--- src/rtl/seg7_scan_drv.sv ---
// seg7_scan_drv: time-multiplexed 4-digit 7-segment driver (HH:MM) with a tear-free input snapshot.
// Optional feature macro LEADING_ZERO_BLANK_EN: keep the hour-tens digit dark when it is 0.
module seg7_scan_drv #(
    parameter int SCAN_DIV = 32,
    parameter int DEAD     = 2
) (
    input  logic        clk_i,
    input  logic        rst_i,
    input  logic [15:0] digits_i,
    input  logic        colon_i,
    output logic [3:0]  an_o,
    output logic [6:0]  seg_o,
    output logic        dp_o
);
    localparam int CW = (SCAN_DIV > 1) ? $clog2(SCAN_DIV) : 1;
    localparam logic [CW-1:0] CNT_MAX = CW'(SCAN_DIV - 1);

    logic [CW-1:0] cnt_reg, cnt_next;
    logic [1:0]    idx_reg, idx_next;
    logic [16:0]   raw_reg;
    logic [15:0]   snap_reg, snap_next;
    logic          colon_snap_reg, colon_snap_next;
    logic          pending_reg, pending_next;
    logic [3:0]    an_next;
    logic [6:0]    seg_next;
    logic          dp_next;

    logic [16:0]   in_vec;
    logic          in_stable;
    logic          cnt_wrap;
    logic          frame_end;
    logic          dead_win;
    logic [3:0]    snap_digit [4];
    logic [3:0]    cur_digit;

    genvar gi;
    generate
        for (gi = 0; gi < 4; gi++) begin : g_digit
            assign snap_digit[gi] = snap_reg[4*gi +: 4];
        end
    endgenerate

    assign in_vec    = {colon_i, digits_i};
    assign in_stable = (in_vec == raw_reg);
    assign cnt_wrap  = (cnt_reg == CNT_MAX);
    assign frame_end = cnt_wrap && (idx_reg == 2'd3);
    assign dead_win  = (int'(cnt_reg) < DEAD);
    assign cur_digit = snap_digit[idx_reg];

    function automatic logic [6:0] seg_decode(input logic [3:0] d);
        logic [6:0] s;
        case (d)
            4'd0:    s = 7'b0111111;
            4'd1:    s = 7'b0000110;
            4'd2:    s = 7'b1011011;
            4'd3:    s = 7'b1001111;
            4'd4:    s = 7'b1100110;
            4'd5:    s = 7'b1101101;
            4'd6:    s = 7'b1111101;
            4'd7:    s = 7'b0000111;
            4'd8:    s = 7'b1111111;
            4'd9:    s = 7'b1101111;
            default: s = 7'b1000000;
        endcase
        return s;
    endfunction

    always_comb begin
        cnt_next = cnt_wrap ? '0 : cnt_reg + 1'b1;
        idx_next = cnt_wrap ? idx_reg + 2'd1 : idx_reg;
    end

    // Snapshot only ever changes between frames or inside digit 0's blank window,
    // so no lit slot can show a half-updated value.
    always_comb begin
        snap_next       = snap_reg;
        colon_snap_next = colon_snap_reg;
        pending_next    = pending_reg;
        if (frame_end) begin
            if (in_stable) begin
                snap_next       = digits_i;
                colon_snap_next = colon_i;
                pending_next    = 1'b0;
            end else begin
                pending_next    = 1'b1;
            end
        end else if (pending_reg) begin
            if (dead_win && (idx_reg == 2'd0)) begin
                if (in_stable) begin
                    snap_next       = digits_i;
                    colon_snap_next = colon_i;
                    pending_next    = 1'b0;
                end
            end else begin
                pending_next = 1'b0;
            end
        end
    end

    always_comb begin
        an_next  = '0;
        seg_next = '0;
        dp_next  = 1'b0;
        if (!dead_win) begin
            an_next  = 4'b0001 << idx_reg;
            seg_next = seg_decode(cur_digit);
            dp_next  = (idx_reg == 2'd1) && colon_snap_reg;
`ifdef LEADING_ZERO_BLANK_EN
            if ((idx_reg == 2'd3) && (snap_digit[3] == 4'd0)) begin
                an_next  = '0;
                seg_next = '0;
            end
`endif
        end
    end

    // pending starts set so the first frame after reset picks up the inputs
    // as soon as they have been stable for one cycle.
    always_ff @(posedge clk_i or posedge rst_i) begin
        if (rst_i) begin
            cnt_reg        <= '0;
            idx_reg        <= '0;
            raw_reg        <= '0;
            snap_reg       <= '0;
            colon_snap_reg <= 1'b0;
            pending_reg    <= 1'b1;
            an_o           <= '0;
            seg_o          <= '0;
            dp_o           <= 1'b0;
        end else begin
            cnt_reg        <= cnt_next;
            idx_reg        <= idx_next;
            raw_reg        <= in_vec;
            snap_reg       <= snap_next;
            colon_snap_reg <= colon_snap_next;
            pending_reg    <= pending_next;
            an_o           <= an_next;
            seg_o          <= seg_next;
            dp_o           <= dp_next;
        end
    end

endmodule

--- config.mk ---
export PLATFORM = sky130hd
export DESIGN_NAME = seg7_scan_drv
export DESIGN_NICKNAME = d
export VERILOG_FILES = /design/src/rtl/seg7_scan_drv.sv
export SDC_FILE = /design/constraint.sdc
export NUM_CORES = 1
export LEC_CHECK = 0
export ABC_AREA = 1
export CAP_MARGIN = 20
export CORE_MARGIN = 5
export CORE_UTILIZATION = 59
export DETAILED_ROUTE_END_ITERATION = 8
export PLACE_DENSITY = 0.84
export SLEW_MARGIN = 40
export SYNTH_ARGS = -nofsm -noshare
export SYNTH_HDL_FRONTEND = slang
export SYNTH_SLANG_ARGS = --single-unit
--- constraint.sdc ---
create_clock -name clk_i -period 3.8 [get_ports clk_i]
set_input_delay 0.76 -clock clk_i [delete_from_list [all_inputs] [get_ports clk_i]]
set_output_delay 0.76 -clock clk_i [all_outputs]
set_load 0.02 [all_outputs]
==> results of run 1 <==
[synthesized netlist by cell type]
cell and count:
a21oi_1 6, a32oi_1 1, buf_2 3, buf_6 2, clkinv_1 1, dfrtp_1 53
dfstp_2 1, ha_1 11, inv_1 29, inv_2 3, nand2_1 91, nand2_2 1
nand3_1 7, nand3_2 1, nand4_1 17, nand4_4 1, nor2_1 30, nor2_2 4
nor2_4 3, nor3b_1 1, o21ai_0 1, o21ai_1 3, o21ai_4 1, o21bai_1 2
xnor2_1 9, xor2_1 4
[power breakdown]
part           total, mW  leakage, nW  switching [mW]  internal (mW)
clock              0.375       0.0579           0.181          0.194
sequential         0.588        0.660         0.00506          0.583
combinational     0.0779        0.763          0.0443         0.0335
total               1.04         1.48           0.230          0.811
[stage by stage]
stage / setup WS (ns) / power (mW)
floorplan: 1.73 / 0.643
global placement: 1.27 / 0.676
detailed placement: 1.21 / 0.679
CTS: 1.54 / 1.05
global route: 1.39 / 1.09
finish: 1.52 / 1.04
[logic make-up after synthesis]
logic type / count (synthesis)
compound gates: 14
xor+xnor: 13
fa+ha+maj: 11
buf+inv: 38
flops: 54
simple gates: 156
[critical path: cells and delay by family]
family	cells	cell delay [ns]
and+or+nand+nor	5	1.07
buffers and inverters	1	0.53
xor gates and xnor gates	1	0.14
[final cells by class]
type / count / area [um^2] / share of cell area
clock buffers: 5 / 68.8 / 0.0230
flip-flops and latches: 54 / 1350 / 0.452
repair buffers: 30 / 300 / 0.100
well taps: 52 / 65.1 / 0.0217
multi-input cells: 194 / 1040 / 0.348
clock inverters: 3 / 40.0 / 0.0134
inverters: 33 / 126 / 0.0422
[metal layers]
metal | wire length, um | vias to the layer above
met5 | 0 | -
met4 | 102 | 0
met3 | 268 | 9
met2 | 2400 | 49
met1 | 1990 | 894
li1 | - | 959
[final timing paths]
kind	startpoint	to	slack, ns
worst max-delay path	digits_i[12]	snap_reg[8]	1.52
worst min-delay path	cnt_reg[0]	cnt_reg[0]	0.47
worst max register to register	idx_reg[0]	snap_reg[8]	1.57
worst min register to register	cnt_reg[0]	cnt_reg[0]	0.47
max in group asynchronous	rst_i	raw_reg[2]	2.48
min in group asynchronous	rst_i	raw_reg[14]	0.88
==> flow_metrics.tcl, run 1 <==
set metrics [dict create \
    status "completed" \
    rsz0062_at_grt "false" \
    cts_root_buf "clkbuf_8" \
    syn-cell-area_um2 2550 \
    clkSinkCount 54 \
    postRouteAntennaNets 0 \
    fin_tns_setup_ns 0 \
    synth_cell_types 26 \
    finish.instance_area_um2 2990 \
    fillerInstances 333 \
    drive_above_1_share 0.0752 \
    critPathMaxStageDelay_ns 0.53 \
    track_usage 0.190 \
    busiest_layer "met2" \
    synth_compound_area_frac 0.0353 \
    synthCells 286 \
    drt_wl_total_mm 4.76 \
    fmax_mhz 439 \
    gp_congestion 0.845 \
    dpl_cell_area_um2 2890 \
    worst_slew_pin_slew_ns 0.642 \
    ios 31 \
    hold-worst-slack_ns 0.467 \
    finalSetupViolations 0 \
    cp-end-kind "flip-flop" \
    clock_path_buffers 2 \
    arrival_ns 2.49 \
    ys_ff_latch 54 \
    cts_buffers 5 \
    cts_tree "yes" \
    via_per_inst 5.15 \
    use_met1 0.238 \
    mostFrequentLayoutCells "nand2_1 (91), dfrtp_1 (53), nor2_1 (30), clkdlybuf4s50_1 (30), inv_1 (28)" \
    largest_reg_flops 17 \
    path_max_fanout 19 \
    fin_nets 348 \
    die_area_um2 5750 \
    synthMuxAreaShare 0 \
    synthAdderAreaFrac 0.0539 \
    hold_buffers 0 \
    synth_top_area_frac 0.519 \
    cts_resized 0 \
    coreArea_um2 4260 \
    wl_per_cell_um 12.8 \
    power_density_nw_per_um2 348 \
    finalCritPeriodShare 0.600 \
    grt-ovfl-total 0 \
    relSlewSlack 0.572 \
    max-vdd-ir-drop_uv 261 \
    fin_util 0.702 \
    io_buffers 30 \
    worstHoldPathCells 1 \
    ys_seq_area_frac 0.529 \
    drv_cap 0 \
    grt_max_degree 55 \
    final_common_cell "nand2_1" \
    dp_hpwl_mm 3.40 \
    grt_antenna_before_repair 0 \
    yosys_warnings 0 \
    maxSlewViolCount 0 \
    synthTopCellsByArea "dfrtp_1 (52%), nand2_1 (13%), ha_1 (5.4%), nor2_1 (4.4%), inv_1 (4.3%)" \
    grt_pass1_vias 1826 \
    met2_usage 0.314 \
    met3_usage 0.0488 \
    synth_top_area_cell "dfrtp_1" \
    cts_setup_buffers 0 \
    grt_pass1_wl_mm 8.17 \
    fp.dieH_um 75.8 \
    drc 0 \
    area_growth_pct 17.2 \
    diodes 0 \
    path_cells "clkdlybuf4s50_1 -> xnor2_1 -> nand2_1 -> nor2_4 -> nand4_4 -> nand2_1 -> nand2_1" \
    avgSynthCellArea_um2 8.93 \
    cp.required_ns 4.01 \
    clk_pin_slew_ns 0.09 \
    dp_cells 363 \
    synth_top_family_by_area "simple AND/OR/NAND/NOR gates" \
    num_rows 24 \
    dr.pass1.iters 4 \
    path_class "in -> reg" \
    cp_slowest_cell "clkdlybuf4s50_1" \
    startpoint_type "input port" \
    stdcell_count 371 \
    r2r_cells 7 \
    skew_ns 0.00649 \
    synthXorXnorAreaFrac 0.0446 \
    holdCritPathClass "reg -> reg" \
    drt_iter0_markers 123 \
    clkLatencyLatePin_ns 0.31 \
    vias 1911 \
    leakage_nw 1.48 \
    yosys.area_share.simple 0.274 \
    fin_crit_ns 2.28 \
    cts_htree_levels 2 \
    synth_nets 316 \
    hold_viol 0 \
    crit_top_cell "nand2_1" \
    dieWidth_um 75.8 \
    start_util 0.599 \
]
Power figures use the tool's default switching activity.
==> inputs of run 2 (changes only) <==
- CORE_UTILIZATION: 59 -> 55
- PLACE_DENSITY: 0.84 -> 0.79
- clock period: 3.8 -> 2.1 ns (I/O delays scaled with it)
==> flow_metrics.tcl, run 2 (synthesized netlist as in run 1, its figures left out) <==
set metrics [dict create \
    critPathMaxStageDelay_ns 0.51 \
    hold-worst-slack_ns 0.397 \
    rsz0062_at_grt "false" \
    cts_root_buf "clkbuf_8" \
    drt_wl_total_mm 4.81 \
    finalSetupViolations 0 \
    maxSlewViolCount 0 \
    drt_iter0_markers 97 \
    ios 31 \
    fp.dieH_um 78.2 \
    m1WireLength_mm 2.13 \
    crit_top_cell "nor2_1" \
    track_usage 0.178 \
    wl_per_cell_um 12.7 \
    startpoint_type "flip-flop" \
    fin_nets 356 \
    coreArea_um2 4440 \
    r2r_cells 9 \
    dp_hpwl_mm 3.65 \
    largest_reg_flops 17 \
    top_layer_used "met4" \
    r2r_end "seg_o[3]" \
    hold_buffers 0 \
    cp_slowest_cell "dfrtp_1" \
    dr.pass1.iters 4 \
    die_area_um2 6110 \
    dieWidth_um 78.2 \
    path_max_fanout 10 \
    dp_cells 371 \
    power_density_nw_per_um2 615 \
    path_class "reg -> reg" \
    area_growth_pct 19.8 \
    cts_setup_buffers 0 \
    cts_htree_levels 2 \
    grt_antenna_before_repair 0 \
    cp.required_ns 2.34 \
    r2r-start "idx_reg[0]" \
    finish.instance_area_um2 3060 \
    skew_ns 0.00702 \
    grt_pass1_wl_mm 8.78 \
    clkSinkCount 54 \
    grt_pass1_vias 2015 \
    gp_congestion 0.804 \
    final_common_cell "nand2_1" \
    start_util 0.575 \
    mostFrequentLayoutCells "nand2_1 (91), dfrtp_1 (53), nor2_1 (30), clkdlybuf4s50_1 (30), inv_1 (28)" \
    hold_viol 0 \
    fin_util 0.689 \
    leakage_nw 1.52 \
    holdCritPathClass "in -> async" \
    cts_resized 0 \
    power.total_mw 1.88 \
    met2_length_mm 2.44 \
    max-vdd-ir-drop_uv 348 \
    cts_tree "yes" \
    clk_pin_slew_ns 0.09 \
    clock_path_buffers 2 \
    grt_max_degree 28 \
    cts_buffers 5 \
    worst_slew_pin_slew_ns 0.344 \
    path_cells "inv_2 -> nand2_1 -> a32oi_1 -> inv_1 -> ha_1 -> inv_1 -> nor2_1 -> nor2_1 -> nor2_1" \
    drv_cap 0 \
    vias 1928 \
    clkLatencyLatePin_ns 0.30 \
    fmax_mhz 526 \
    finalCritPeriodShare 0.906 \
    via_per_inst 5.09 \
    io_buffers 30 \
    grt-ovfl-total 0 \
    cp-end-kind "flip-flop" \
    setup_ws_ns 0.197 \
    wl_met3_um 177 \
    fin_crit_ns 1.90 \
    relSlewSlack 0.770 \
    drc 0 \
    status "completed" \
    dp_slack_ns -0.0417 \
    dpl_cell_area_um2 2960 \
    fin_tns_setup_ns 0 \
    postRouteAntennaNets 0 \
    stdcell_count 379 \
    arrival_ns 2.14 \
    num_rows 24 \
    drive_above_1_share 0.0917 \
    diodes 0 \
    rrSetupSlack_ns 0.20 \
]
-- run 2: cell count changes in the layout (fill, tap and decap cells not counted), sizes merged --
cell / change
clkinv: -2
clkbuf: +2
buf: +8
-- run 2: layout make-up --
| type | count | area, um^2 |
|---|---|---|
| multi-input combinational | 194 | 1040 |
| timing repair buffer | 38 | 373 |
| tap | 52 | 65.1 |
| clock buffer | 7 | 76.3 |
| sequential | 54 | 1350 |
| fill | 367 | 1380 |
| inverter | 33 | 124 |
| clock inverter | 1 | 30.0 |
-- run 2: worst max path at each step --
stage	startpoint	to	slack (ns)
2_1_floorplan	rst_i	an_o[0]	0.37
3_3_place_gp	digits_i[1]	snap_reg[12]	0.03
3_5_place_dp	digits_i[1]	snap_reg[9]	-0.04
4_1_cts	idx_reg[0]	seg_o[3]	0.19
5_1_grt	idx_reg[0]	seg_o[3]	0.006
6_report	idx_reg[0]	seg_o[3]	0.20
-- run 2: report_power, final --
group / leakage, nW / total [mW] / internal (mW) / switching, mW
Clock: 0.0524 / 0.670 / 0.357 / 0.313
Sequential: 0.660 / 1.06 / 1.06 / 0.00942
Combinational: 0.808 / 0.149 / 0.0667 / 0.0826
Total: 1.52 / 1.88 / 1.48 / 0.405
-- run 2: per-layer routing --
layer  global-route usage  vias up
met4               0.0455        0
met3               0.0446        6
met2                0.306       35
li1                     -      977
met5                    0        -
met1                0.227      910
-- run 2: critical path: cells and delay by family (launching register included) --
| family | cells | cell delay, ns |
|---|---|---|
| adders and majority gates | 1 | 0.30 |
| buffers and inverters | 3 | 0.37 |
| AOI/OAI and AO/OA | 1 | 0.30 |
| DFF | 1 | 0.51 |
| and+or+nand+nor | 4 | 0.35 |
==> inputs of run 3 (changes only) <==
- REMOVE_ABC_BUFFERS: not set -> 1
==> flow_metrics.tcl, run 3 (synthesized netlist as in run 1, its figures left out) <==
set metrics [dict create \
    diodes 0 \
    critPathMaxStageDelay_ns 0.38 \
    fin_nets 355 \
    path_max_fanout 17 \
    drv_cap 0 \
    multiInputGateArea_um2 1040 \
    drt_iter0_markers 154 \
    grt_antenna_before_repair 0 \
    r2r_cells 9 \
    grt_pass1_vias 1937 \
    gp_congestion 0.883 \
    crit_top_cell "nand2_1" \
    final-seq-area_um2 1350 \
    critPathTopFamily "simple AND/OR/NAND/NOR gates" \
    rrSetupSlack_ns 0.26 \
    drive_above_1_share 0.0859 \
    cp.depth 9 \
    via_per_inst 5.08 \
    fin_crit_ns 1.84 \
    die_area_um2 6110 \
    dieWidth_um 78.2 \
    num_rows 24 \
    fin_tns_setup_ns 0 \
    largest_reg_flops 17 \
    r2r_end "snap_reg[13]" \
    r2r-start "cnt_reg[1]" \
    drc 0 \
    hold_buffers 0 \
    maxSlewViolCount 0 \
    cp-startpoint "cnt_reg[1]" \
    dr.pass1.iters 4 \
    cp-end-kind "flip-flop" \
    grt_pass1_wl_mm 8.64 \
    clock_path_buffers 2 \
    arrival_ns 2.03 \
    power_density_nw_per_um2 580 \
    cts_setup_buffers 0 \
    dp_hpwl_mm 3.46 \
    clkSinkCount 54 \
    finalSetupViolations 0 \
    dp_slack_ns -0.0158 \
    ios 31 \
    path_class "reg -> reg" \
    cts_htree_levels 2 \
    cts_buffers 5 \
    relSlewSlack 0.747 \
    grt_max_degree 27 \
    clk_pin_slew_ns 0.09 \
    hold_viol 0 \
    clkLatencyLatePin_ns 0.31 \
    holdCritPathClass "in -> async" \
    leakage_nw 1.51 \
    path_cells "ha_1 -> nand2_1 -> nor2_1 -> ha_1 -> nand2_1 -> o21ai_4 -> nand4_4 -> nand2_1 -> nand2_1" \
    grt-ovfl-total 0 \
    status "completed" \
    fmax_mhz 545 \
    hold-worst-slack_ns 0.409 \
    startpoint_type "flip-flop" \
    critical_path_buf_inv_count 0 \
    area_growth_pct 19.0 \
    cts_resized 0 \
    final_common_cell "nand2_1" \
    postRouteAntennaNets 0 \
    wl_per_cell_um 12.4 \
    drt_wl_total_mm 4.67 \
    finalCritPeriodShare 0.874 \
    vias 1922 \
    worst_slew_pin_slew_ns 0.378 \
    rsz0062_at_grt "false" \
    cts_root_buf "clkbuf_8" \
    max-vdd-ir-drop_uv 400 \
    fp.dieH_um 78.2 \
    dpl_cell_area_um2 2960 \
    mostFrequentLayoutCells "nand2_1 (91), dfrtp_1 (53), nor2_1 (30), clkdlybuf4s50_1 (30), inv_1 (28)" \
    io_buffers 30 \
    dp_cells 370 \
    track_usage 0.177 \
    fillerInstances 343 \
    cts_tree "yes" \
    power.total_mw 1.76 \
    coreArea_um2 4440 \
    stdcell_count 378 \
    fin_util 0.684 \
    cp_slowest_cell "dfrtp_1" \
    cp.required_ns 2.30 \
    start_util 0.575 \
    finish.instance_area_um2 3040 \
    skew_ns 0.00837 \
    setup_ws_ns 0.264 \
    crit_end "snap_reg[13]" \
]
run 3: changes by cell type in the layout (fill, tap and decap cells not counted), sizes merged:
cell / previous run / this run
clkbuf: 7 / 8
bufinv: 1 / 0
buf: 8 / 7
run 3: report_power, final:
| part | total (mW) | switching, mW | leakage (nW) | internal (mW) |
|---|---|---|---|---|
| logic | 0.148 | 0.0815 | 0.806 | 0.0667 |
| clock network | 0.549 | 0.312 | 0.0395 | 0.238 |
| registers | 1.06 | 0.00914 | 0.660 | 1.06 |
run 3: per-layer routing:
layer  vias up  share of wire  track usage  routed length [um]
met1       907           0.46        0.225                2140
met4         0         0.0090       0.0455                  42
li1        972              -            -                   -
met3         4          0.047       0.0481                 220
met2        39           0.49        0.301                2270
met5         -              0            0                   0
run 3: layout make-up:
type	instances	area share
Multi-Input combinational cell	194	0.342
Sequential cell	54	0.445
Tap cell	52	0.0214
Timing Repair Buffer	37	0.124
Clock buffer	8	0.0263
Inverter	33	0.0407
run 3: how the worst min path moves through the flow:
| stage | startpoint | to | slack, ns | cells after the start |
|---|---|---|---|---|
| 6_report | rst_i | snap_reg[5] | 0.41 | 2 |
| 5_1_grt | rst_i | snap_reg[5] | 0.44 | 2 |
| 4_1_cts | rst_i | snap_reg[5] | 0.41 | 2 |
| 3_5_place_dp | cnt_reg[0] | cnt_reg[0] | 0.46 | 1 |
| 3_3_place_gp | cnt_reg[0] | cnt_reg[0] | 0.45 | 1 |
| 2_1_floorplan | cnt_reg[0] | cnt_reg[0] | 0.43 | 1 |
run 3: worst register-to-register path, stage by stage (launching register included):
cell and delay (ns):
dfrtp_1 0.38, ha_1 0.17, nand2_1 0.07, nor2_1 0.09, ha_1 0.30, nand2_1 0.15
o21ai_4 0.11, nand4_4 0.26, nand2_1 0.15, nand2_1 0.06
